**config.mk**
```make
export PLATFORM = sky130hd
export DESIGN_NAME = uart_cmd_dispatch
export DESIGN_NICKNAME = d
export VERILOG_FILES = /design/src/rtl/uart_cmd_dispatch_pkg.sv /design/src/rtl/uart_bin2bcd_seq.sv /design/src/rtl/uart_cmd_dispatch.sv
export SDC_FILE = /design/constraint.sdc
export NUM_CORES = 1
export LEC_CHECK = 0
export ABC_AREA = 1
export ABC_CLOCK_PERIOD_IN_PS = 2100
export CORE_AREA = 4 4 133 135
export CTS_BUF_LIST = sky130_fd_sc_hd__clkbuf_8
export CTS_CLUSTER_DIAMETER = 200
export DETAILED_ROUTE_END_ITERATION = 7
export DIE_AREA = 0 0 137 139
export PLACE_DENSITY = 0.61
export SLEW_MARGIN = 10
export SYNTH_ARGS = -nofsm -noshare
export SYNTH_HDL_FRONTEND = slang
export SYNTH_SLANG_ARGS = --single-unit
```
**constraint.sdc**
```tcl
create_clock -name i_clk -period 2.1 [get_ports i_clk]
set_clock_uncertainty 0.1 [all_clocks]
set_input_delay 0.42 -clock i_clk [delete_from_list [all_inputs] [get_ports i_clk]]
set_output_delay 0.42 -clock i_clk [all_outputs]
set_load 0.03 [all_outputs]
```
**src/rtl/uart_cmd_dispatch_pkg.sv**
```systemverilog
// Shared constants and FSM encodings for the UART command dispatcher.
//   OVERSAMPLE   : ticks per UART bit
//   ASCII_*      : characters emitted in a value report
//   rx_state_e   : receiver FSM states
//   rp_state_e   : report FSM states
package uart_cmd_dispatch_pkg;
  localparam int OVERSAMPLE = 16;

  localparam logic [7:0] ASCII_CR    = 8'h0D;
  localparam logic [7:0] ASCII_LF    = 8'h0A;
  localparam logic [7:0] ASCII_COMMA = 8'h2C;
  localparam logic [7:0] ASCII_ZERO  = 8'h30;

  typedef enum logic [2:0] {
    RX_IDLE, RX_START, RX_DATA, RX_STOP, RX_WAIT
  } rx_state_e;

  typedef enum logic [2:0] {
    RP_IDLE, RP_LOAD, RP_CONV, RP_SEND_DIG, RP_SEND_SEP, RP_SEND_CR, RP_SEND_LF, RP_DONE
  } rp_state_e;
endpackage

```
**src/rtl/uart_bin2bcd_seq.sv**
```systemverilog
// Sequential double-dabble binary to BCD converter, one bit per clock.
//   i_clk, i_rst (sync, active-low)
//   i_start : load i_bin and begin conversion (VAL_W cycles)
//   o_done  : one-cycle pulse, o_bcd valid from this cycle until next start
//   o_bcd   : DIGITS packed BCD digits, most significant digit in the top nibble
module uart_bin2bcd_seq #(
  parameter int VAL_W  = 16,
  parameter int DIGITS = 5
) (
  input  logic                  i_clk,
  input  logic                  i_rst,
  input  logic                  i_start,
  input  logic [VAL_W-1:0]      i_bin,
  output logic                  o_done,
  output logic [DIGITS*4-1:0]   o_bcd
);
  localparam int CW = $clog2(VAL_W + 1);

  logic [VAL_W-1:0]    r_bin;
  logic [DIGITS*4-1:0] r_bcd;
  logic [DIGITS*4-1:0] w_adj;
  logic [CW-1:0]       r_cnt;
  logic                r_busy;

  // add-3 on every digit >= 5 before the shift
  always_comb begin
    w_adj = r_bcd;
    for (int d = 0; d < DIGITS; d++)
      if (r_bcd[4*d +: 4] >= 4'd5) w_adj[4*d +: 4] = r_bcd[4*d +: 4] + 4'd3;
  end

  always_ff @(posedge i_clk) begin
    if (!i_rst) begin
      r_bin  <= '0;
      r_bcd  <= '0;
      r_cnt  <= '0;
      r_busy <= 1'b0;
      o_done <= 1'b0;
    end else begin
      o_done <= 1'b0;
      if (i_start) begin
        r_bin  <= i_bin;
        r_bcd  <= '0;
        r_cnt  <= CW'(VAL_W);
        r_busy <= 1'b1;
      end else if (r_busy) begin
        {r_bcd, r_bin} <= {w_adj, r_bin} << 1;
        r_cnt <= r_cnt - 1'b1;
        if (r_cnt == CW'(1)) begin
          r_busy <= 1'b0;
          o_done <= 1'b1;
        end
      end
    end
  end

  assign o_bcd = r_bcd;
endmodule

```
**src/rtl/uart_cmd_dispatch.sv**
```systemverilog
// UART command front-end: 8N1 receiver, command-character decoder and a
// decimal value reporter on the transmit side.
//   i_clk, i_rst (sync, active-low), i_rx (async serial in), o_tx (serial out)
//   i_values     : NUM_VAL packed values, value k at [VAL_W*k +: VAL_W]
//   o_cmd        : one-hot strobe per matched command character
//   o_cmd_report : strobe when REPORT_CHAR is received
//   o_rx_byte / o_rx_valid : last good byte and its strobe
//   o_frame_err  : strobe when a stop bit is sampled low
//   o_tx_busy    : report being converted or transmitted
module uart_cmd_dispatch
  import uart_cmd_dispatch_pkg::*;
#(
  parameter int                   CLK_HZ      = 100_000_000,
  parameter int                   BAUD        = 9600,
  parameter int                   NUM_CMD     = 11,
  parameter logic [8*NUM_CMD-1:0] CMD_CHARS   = "LHMScmrs123",
  parameter logic [7:0]           REPORT_CHAR = "@",
  parameter int                   VAL_W       = 16,
  parameter int                   NUM_VAL     = 1,
  parameter int                   DIGITS      = 5
) (
  input  logic                     i_clk,
  input  logic                     i_rst,
  input  logic                     i_rx,
  output logic                     o_tx,
  input  logic [NUM_VAL*VAL_W-1:0] i_values,
  output logic [NUM_CMD-1:0]       o_cmd,
  output logic                     o_cmd_report,
  output logic [7:0]               o_rx_byte,
  output logic                     o_rx_valid,
  output logic                     o_frame_err,
  output logic                     o_tx_busy
);
  localparam int         DIV     = CLK_HZ / (BAUD * OVERSAMPLE);
  localparam int         TW      = (DIV > 1) ? $clog2(DIV) : 1;
  localparam logic [3:0] OS_LAST = 4'(OVERSAMPLE - 1);
  localparam logic [3:0] OS_MID  = 4'(OVERSAMPLE / 2 - 1);

  // ---------------- oversample tick ----------------
  logic [TW-1:0] r_tick_cnt;
  logic          w_tick;
  assign w_tick = (r_tick_cnt == TW'(DIV - 1));

  always_ff @(posedge i_clk) begin
    if (!i_rst) r_tick_cnt <= '0;
    else        r_tick_cnt <= w_tick ? '0 : r_tick_cnt + 1'b1;
  end

  // ---------------- receiver ----------------
  logic      r_rx_s1, r_rx_s2;
  rx_state_e r_rx_state, w_rx_next;
  logic [3:0] r_rx_tcnt;
  logic [2:0] r_rx_bcnt;
  logic [7:0] r_rx_sh;
  logic       w_rx_bit_end;
  assign w_rx_bit_end = w_tick && (r_rx_tcnt == OS_LAST);

  always_ff @(posedge i_clk) begin
    if (!i_rst) begin
      r_rx_s1    <= 1'b1;
      r_rx_s2    <= 1'b1;
      r_rx_state <= RX_IDLE;
    end else begin
      r_rx_s1    <= i_rx;
      r_rx_s2    <= r_rx_s1;
      r_rx_state <= w_rx_next;
    end
  end

  always_comb begin
    w_rx_next = r_rx_state;
    case (r_rx_state)
      RX_IDLE:  if (!r_rx_s2) w_rx_next = RX_START;
      // re-check the start bit at its middle to reject glitches
      RX_START: if (w_tick && r_rx_tcnt == OS_MID) w_rx_next = r_rx_s2 ? RX_IDLE : RX_DATA;
      RX_DATA:  if (w_rx_bit_end && r_rx_bcnt == 3'd7) w_rx_next = RX_STOP;
      RX_STOP:  if (w_rx_bit_end) w_rx_next = r_rx_s2 ? RX_IDLE : RX_WAIT;
      RX_WAIT:  if (r_rx_s2) w_rx_next = RX_IDLE;
      default:  w_rx_next = RX_IDLE;
    endcase
  end

  always_ff @(posedge i_clk) begin
    if (!i_rst) begin
      r_rx_tcnt   <= '0;
      r_rx_bcnt   <= '0;
      r_rx_sh     <= '0;
      o_rx_byte   <= '0;
      o_rx_valid  <= 1'b0;
      o_frame_err <= 1'b0;
    end else begin
      o_rx_valid  <= 1'b0;
      o_frame_err <= 1'b0;
      // timing restarts on every state change; within DATA the 4-bit
      // counter wraps 15->0, which lands each sample at mid-bit
      if (r_rx_state != w_rx_next) r_rx_tcnt <= '0;
      else if (w_tick)             r_rx_tcnt <= r_rx_tcnt + 1'b1;
      if (r_rx_state == RX_DATA && w_rx_bit_end) begin
        r_rx_sh   <= {r_rx_s2, r_rx_sh[7:1]};
        r_rx_bcnt <= r_rx_bcnt + 1'b1;
      end
      if (r_rx_state == RX_STOP && w_rx_bit_end) begin
        if (r_rx_s2) begin
          o_rx_byte  <= r_rx_sh;
          o_rx_valid <= 1'b1;
        end else begin
          o_frame_err <= 1'b1;
        end
      end
    end
  end

  // ---------------- command decode ----------------
  logic [NUM_CMD-1:0] w_match;

  // descending scan so the lowest matching index is the one left standing
  always_comb begin
    w_match = '0;
    for (int i = NUM_CMD - 1; i >= 0; i--)
      if (o_rx_byte == CMD_CHARS[8*i +: 8]) begin
        w_match    = '0;
        w_match[i] = 1'b1;
      end
  end

  always_ff @(posedge i_clk) begin
    if (!i_rst) begin
      o_cmd        <= '0;
      o_cmd_report <= 1'b0;
    end else begin
      o_cmd        <= o_rx_valid ? w_match : '0;
      o_cmd_report <= o_rx_valid && (o_rx_byte == REPORT_CHAR);
    end
  end

  // ---------------- report FSM ----------------
  rp_state_e                r_rp_state, w_rp_next;
  logic [NUM_VAL*VAL_W-1:0] r_snap;     // current value always in the low slot
  logic [2:0]               r_val_left;
  logic [DIGITS*4-1:0]      r_dig_sh;   // current digit always in the top nibble
  logic [4:0]               r_dig_left;
  logic                     r_conv_run;
  logic                     w_conv_start, w_conv_done;
  logic [DIGITS*4-1:0]      w_bcd;
  logic                     w_tx_req, w_tx_ack, w_tx_last, r_tx_active;
  logic [7:0]               w_tx_data;

  uart_bin2bcd_seq #(.VAL_W(VAL_W), .DIGITS(DIGITS)) u_bcd (
    .i_clk   (i_clk),
    .i_rst   (i_rst),
    .i_start (w_conv_start),
    .i_bin   (r_snap[VAL_W-1:0]),
    .o_done  (w_conv_done),
    .o_bcd   (w_bcd)
  );

  always_ff @(posedge i_clk) begin
    if (!i_rst) r_rp_state <= RP_IDLE;
    else        r_rp_state <= w_rp_next;
  end

  always_comb begin
    w_rp_next = r_rp_state;
    case (r_rp_state)
      RP_IDLE:     if (o_cmd_report) w_rp_next = RP_LOAD;
      RP_LOAD:     w_rp_next = RP_CONV;
      RP_CONV:     if (w_conv_done) w_rp_next = RP_SEND_DIG;
      RP_SEND_DIG: if (w_tx_ack && r_dig_left == 5'd1)
                     w_rp_next = (r_val_left == 3'd1) ? RP_SEND_CR : RP_SEND_SEP;
      RP_SEND_SEP: if (w_tx_ack) w_rp_next = RP_CONV;
      RP_SEND_CR:  if (w_tx_ack) w_rp_next = RP_SEND_LF;
      RP_SEND_LF:  if (w_tx_ack) w_rp_next = RP_DONE;
      RP_DONE:     if (!r_tx_active) w_rp_next = RP_IDLE;  // LF stop bit finished
      default:     w_rp_next = RP_IDLE;
    endcase
  end

  always_comb begin
    w_tx_req     = 1'b0;
    w_tx_data    = ASCII_ZERO;
    w_conv_start = 1'b0;
    case (r_rp_state)
      RP_CONV:     w_conv_start = !r_conv_run;
      RP_SEND_DIG: begin
        w_tx_req  = 1'b1;
        w_tx_data = ASCII_ZERO + {4'h0, r_dig_sh[DIGITS*4-1 -: 4]};
      end
      RP_SEND_SEP: begin w_tx_req = 1'b1; w_tx_data = ASCII_COMMA; end
      RP_SEND_CR:  begin w_tx_req = 1'b1; w_tx_data = ASCII_CR;    end
      RP_SEND_LF:  begin w_tx_req = 1'b1; w_tx_data = ASCII_LF;    end
      default:     ;
    endcase
  end

  assign o_tx_busy = (r_rp_state != RP_IDLE);

  always_ff @(posedge i_clk) begin
    if (!i_rst) begin
      r_snap     <= '0;
      r_val_left <= '0;
      r_dig_sh   <= '0;
      r_dig_left <= '0;
      r_conv_run <= 1'b0;
    end else begin
      case (r_rp_state)
        RP_LOAD: begin
          r_snap     <= i_values;
          r_val_left <= 3'(NUM_VAL);
        end
        RP_CONV: begin
          if (w_conv_start) r_conv_run <= 1'b1;
          if (w_conv_done) begin
            r_conv_run <= 1'b0;
            r_dig_sh   <= w_bcd;
            r_dig_left <= 5'(DIGITS);
          end
        end
        RP_SEND_DIG: if (w_tx_ack) begin
          r_dig_sh   <= r_dig_sh << 4;
          r_dig_left <= r_dig_left - 1'b1;
        end
        RP_SEND_SEP: if (w_tx_ack) begin
          r_snap     <= r_snap >> VAL_W;
          r_val_left <= r_val_left - 1'b1;
        end
        default: ;
      endcase
    end
  end

  // ---------------- transmitter ----------------
  logic [8:0] r_tx_sh;
  logic [3:0] r_tx_bit, r_tx_tcnt;

  // a new byte is taken on a tick when idle, or on the tick that ends the
  // current stop bit, so consecutive report bytes have no idle gap
  assign w_tx_last = r_tx_active && (r_tx_tcnt == OS_LAST) && (r_tx_bit == 4'd9);
  assign w_tx_ack  = w_tick && w_tx_req && (!r_tx_active || w_tx_last);

  always_ff @(posedge i_clk) begin
    if (!i_rst) begin
      o_tx        <= 1'b1;
      r_tx_active <= 1'b0;
      r_tx_sh     <= '1;
      r_tx_bit    <= '0;
      r_tx_tcnt   <= '0;
    end else if (w_tick) begin
      if (w_tx_ack) begin
        o_tx        <= 1'b0;
        r_tx_sh     <= {1'b1, w_tx_data};
        r_tx_bit    <= '0;
        r_tx_tcnt   <= '0;
        r_tx_active <= 1'b1;
      end else if (r_tx_active) begin
        r_tx_tcnt <= r_tx_tcnt + 1'b1;
        if (r_tx_tcnt == OS_LAST) begin
          if (r_tx_bit == 4'd9) begin
            r_tx_active <= 1'b0;
          end else begin
            o_tx     <= r_tx_sh[0];
            r_tx_sh  <= {1'b1, r_tx_sh[8:1]};
            r_tx_bit <= r_tx_bit + 1'b1;
          end
        end
      end
    end
  end
endmodule

```
==> reports/results.ini, run 1 <==
[status]
status=finished clean

[clocking]
cts_buffers=17
cts_tree=done
worstSkewPairLatency_ns=0.45
path_clk_slew_ns=0.08
cts-root-buf=clkbuf_8
numClockSinks=161
clockBufferDepth=2
htreeDepth=4

[power_and_ir_drop]
switchingPower_mw=1.19
pwr-share-clk_pct=45.0
intPower_mw=4.66
ir_drop_v=0.000359
p_leak_nw=3.23
p_total_mw=5.85
seq_power_share_pct=52.4
power_frac_comb_pct=2.6
powerDensity_nw_per_um2=682
p_sw_share_pct=20.4

[finish]
final_cells=1259
nFillCells=1634
n_antenna_cell=0
syn_to_final_growth_pct=18.0
final_area_um2=8580
finish.net_count=1070
layout-drive-gt1-share_pct=11.6
final_cell_mix=nand2_1, dfxtp_1, inv_1
final_common_cell=nand2_1
finish.utilization_pct=52.1

[placement]
dp_hpwl_mm=10.5
gp_congestion=0.820
port-buffer-count=42
dp_slack_ns=0.0619
place_inst=1225
place_area_um2=8010

[critical_path]
cp_max_fo=2
startpoint_type=flop
arrival_ns=1.50
critical_path_buf_inv_count=1
cpLargestDelayFamily=buffers and inverters
crit_chain=clkdlybuf4s50_1
worstSetupPathType=reg2out
required_ns=1.58
critPathSlowestCell=clkdlybuf4s50_1
slowest_delay_ns=0.68
end_kind=output port

[yosys]
synth_top_area_share_pct=44.3
async_flop_share_pct=0
syn_avg_cell_area_um2=7.47
yosysSeqAreaShare_pct=44.3
yosys.area.top_type=dfxtp_1
netlist_area_um2=7270
synth-seq-cells=161
synthTopCellsByArea=dfxtp_1, nand2_1, a21oi_1
ys_warn_count=0
synth_top_flop_cell=dfxtp_1
synth-edff-count=0
syn-num-nets=1017
syn_inst=974
yosysUniqueCellTypes=46

[detailed_routing]
drtIter0Drc=335
dr.pass1.iters=6
antenna_left=0
totalWireLength_mm=15.3
drt-vias-per-instance=4.91
vias=6184
drcViolationCount=0
wl_per_cell_um=12.2

[die]
fp-row-count=47
core_um2=16500
initial_utilization_pct=44.2
dieArea_um2=19000
fp.dieW_um=137
io_pins=43
die-height_um=139

[global_route]
grt_first_pass_wirelength_mm=26.5
antenna_found_initial=0
grt-ovfl-total=0
grt_max_degree=68
grt_pass1_vias=5860
grt_usage_pct=16.7

[timing]
final_hold_viol_count=0
worstMarginPinSlew_ns=0.482
max_slew_margin_pct=67.8
finalSetupViolCount=0
maxSlewViolCount=0
fmax_mhz=494
fin_crit_sh_pct=96.4
finalWorstSetupSlack_ns=0.0757
whs_ns=0.317
fin_tns_setup_ns=0
min_period_ns=2.02

[run]
drv_cap=0

[worst_hold_path]
hold_path.class=reg2reg

## synthesized netlist by cell type (4+ instances only)
| cell | count |
|---|---|
| nand2_1 | 216 |
| dfxtp_1 | 161 |
| inv_1 | 94 |
| a21oi_1 | 93 |
| nor2_1 | 88 |
| o21ai_0 | 67 |
| nand3_1 | 49 |
| ha_1 | 24 |
| a31oi_1 | 23 |
| nor3_1 | 20 |
| clkbuf_1 | 19 |
| buf_2 | 14 |
| xor2_1 | 14 |
| nand4_1 | 10 |
| or2_2 | 8 |
| o211ai_1 | 7 |
| inv_2 | 6 |
| nand2_2 | 6 |
| nor3b_1 | 6 |
| nand2_4 | 4 |
| nor2_4 | 4 |
| nor4_1 | 4 |
| xnor2_1 | 4 |
## layer usage
layer / track usage [%] / part of all wire, % / up-vias / routed length [µm]
met1: 22.6 / 50 / 2797 / 7710
met4: 4.20 / 0.80 / 0 / 122
li1: - / - / 3296 / -
met3: 4.06 / 3.4 / 12 / 516
met2: 26.7 / 45 / 79 / 6960
met5: 0 / 0 / - / 0
## cells by family after synthesis
logic type	after synthesis	synth area share, %
fa+ha+maj	24	4.13
flops	161	44.3
buf+inv	141	7.95
compound gates	202	15.1
simple gates	427	26.2
mux	1	0.138
xor+xnor	18	2.17
## cell type report
type                            count  area (µm²)  area share, %
Clock buffer                       21         289           3.37
Timing Repair Buffer               73         698           8.14
Inverter                          102         393           4.58
Sequential cell                   161        3230           37.6
Multi-Input combinational cell    672        3520           41.0
Tap cell                          220         275           3.21
Clock inverter                     10         180           2.10
## what timing repair did
| item | in CTS | in global routing |
|---|---|---|
| setup buffers | 0 | 3 |
| endpoints found under the setup margin | 3 | 68 |
| gates resized for setup | 6 | 26 |
| hold buffers | 0 | 0 |
| pin swaps | 0 | 4 |
## worst paths after layout
kind | startpoint | endpoint | slack, ns | cells after the start
max | o_cmd_report | o_cmd_report | 0.08 | 1
min | r_rx_s1 | r_rx_s2 | 0.32 | 1
max reg2reg | r_rp_state[2] | u_bcd.r_bin[10] | 0.16 | 7
min reg2reg | r_rx_s1 | r_rx_s2 | 0.32 | 1
## power groups by stage
stage | registers, mW | clock network (mW) | logic (mW)
2_1_floorplan | 3.14 | 0 | 0.0764
3_3_place_gp | 3.14 | 0 | 0.151
3_5_place_dp | 3.14 | 0 | 0.150
4_1_cts | 3.07 | 2.71 | 0.151
5_1_grt | 3.07 | 2.83 | 0.169
6_report | 3.07 | 2.63 | 0.151
## flip-flops by register name (all words and copies together) (netlist names), 3 cells and up
signal and count:
r_tx_sh 8, u_bcd.o_bcd 20, r_dig_sh 20, r_rx_state 3, u_bcd.r_cnt 5, o_cmd 11
r_rx_tcnt 4, u_bcd.r_bin 16, r_tick_cnt 10, r_rx_bcnt 3, r_dig_left 5, r_tx_tcnt 4
r_val_left 3, r_tx_bit 4, r_rp_state 3, r_snap 16, r_rx_sh 8, o_rx_byte 8
Power figures use the tool's default switching activity.
==> run 2: changes to the inputs <==
Settings changed: CORE_AREA 4 4 133 135 to 4 4 122 147, DIE_AREA 0 0 137 139 to 0 0 126 151, GPL_ROUTABILITY_DRIVEN from default to 1.
==> reports/results.ini, run 2 (synthesis gave the netlist of run 1 again) <==
[timing]
maxSlewViolCount=0  ; unchanged
rsz0062_at_grt=false
worstMarginPinSlew_ns=0.454  ; -0.0276 ns
fmax_mhz=496  ; +0.50%
final_hold_viol_count=0  ; unchanged
fin_tns_setup_ns=0  ; unchanged
max_slew_margin_pct=69.7  ; +1.8 points
finalSetupViolCount=0  ; unchanged
min_period_ns=2.01  ; -0.00998 ns
fin_crit_sh_pct=95.9  ; -0.48 points

[critical_path]
slowest_delay_ns=0.68  ; about the same
cp_max_fo=3  ; +1
critPathSlowestCell=clkdlybuf4s50_1
end_kind=output port
cpLargestDelayFamily=buffers and inverters
startpoint_type=flop
arrival_ns=1.49  ; about the same
critical_path_buf_inv_count=1  ; unchanged
crit_chain=clkdlybuf4s50_1
worstSetupPathType=reg2out
required_ns=1.58  ; about the same

[finish]
final_cell_mix=nand2_1, dfxtp_1, inv_1, a21oi_1, nor2_1
n_antenna_cell=0  ; unchanged
layout-drive-gt1-share_pct=11.0  ; -0.67 points
final_cells=1255  ; -0.32%
final_common_cell=nand2_1
finish.utilization_pct=50.5  ; -1.6 points
syn_to_final_growth_pct=15.6
nFillCells=1744  ; +6.7%
finish.net_count=1070  ; unchanged

[detailed_routing]
drcViolationCount=0  ; unchanged
wl_per_cell_um=11.8  ; -2.9%
drtIter0Drc=300  ; -10%
drt-vias-per-instance=4.93  ; +0.43%
antenna_left=0  ; unchanged
vias=6191  ; +0.11%
dr.pass1.iters=5  ; -1
totalWireLength_mm=14.8  ; -3.2%

[global_route]
grt_first_pass_wirelength_mm=25.3  ; -4.2%
antenna_found_initial=0  ; unchanged
grt_pass1_vias=5783  ; -1.3%
grt_usage_pct=15.9  ; -0.76 points
grt_max_degree=55  ; -19%
grt-ovfl-total=0  ; unchanged

[clocking]
ctsHoldBuffers=0  ; unchanged
cts_tree=done
cts-root-buf=clkbuf_8
path_clk_slew_ns=0.09  ; about the same
htreeDepth=4  ; unchanged
clockBufferDepth=2  ; unchanged
numClockSinks=161  ; unchanged
cts_buffers=17  ; unchanged
worstSkewPairLatency_ns=0.45  ; about the same

[power_and_ir_drop]
powerDensity_nw_per_um2=626  ; -8.1%
p_leak_nw=3.14  ; -2.8%
ir_drop_v=0.000408  ; +14%

[die]
core_um2=16700  ; +1.2%
io_pins=43  ; unchanged
fp.dieW_um=126  ; -8.0%
initial_utilization_pct=43.7  ; -0.50 points
die-height_um=151  ; +8.6%
dieArea_um2=19000  ; about the same
fp-row-count=52  ; +11%

[status]
status=finished clean

[placement]
dp_hpwl_mm=10.3  ; -1.5%
gp_congestion=0.804  ; -2.0%
place_inst=1222  ; -0.24%
port-buffer-count=42  ; unchanged

[run]
drv_cap=0  ; unchanged

[worst_hold_path]
hold_path.class=reg2reg

run 2: metal layers:
metal,track usage (%),part of all wire [%],vias to the layer above
met5,0,0,-
li1,-,-,3286
met2,28.9,49,57
met3,3.60,2.6,12
met1,18.6,47,2836
met4,5.26,0.99,0
run 2: worst paths after layout:
path                 start           to  slack, ns  cells after the start
min                r_rx_s1      r_rx_s2       0.32                      1
max             o_rx_valid   o_rx_valid       0.09                      1
min reg2reg        r_rx_s1      r_rx_s2       0.32                      1
max reg2reg  r_tick_cnt[0]  r_tx_bit[3]       0.18                     12
run 2: stage by stage:
stage	hold WS [ns]	total power, mW	setup WS (ns)	area, µm²
after global placement	0.309	3.29	0.105	8000
after CTS	0.327	5.35	0.00569	8350
after global routing	0.344	5.48	0.00827	8400
after detailed placement	0.303	3.29	0.0822	8000
after floorplan	0.293	3.22	0.304	7270
final	0.322	5.26	0.0857	8400
run 2: repair_timing:
| item | CTS | global route |
|---|---|---|
| pin swaps | 0 | 7 |
| setup buffers | 0 | 2 |
| resized for setup | 7 | 13 |
| endpoints found under the setup margin | 4 | 41 |
run 2: power by group:
part | internal, mW | leakage (nW) | total [mW] | switching, mW
Clock | 0.864 | 0.177 | 2.05 | 1.19
Sequential | 3.06 | 1.30 | 3.07 | 0.00981
Combinational | 0.0624 | 1.66 | 0.145 | 0.0827
run 2: layout make-up:
class                           count  area [µm²]  area share [%]
Multi-Input combinational cell    672        3490            41.5
Sequential cell                   161        3230            38.4
Timing Repair Buffer               73         672            8.00
Inverter                          102         393            4.68
Tap cell                          216         270            3.22
Clock buffer                       18         248            2.95
Clock inverter                     13         104            1.24
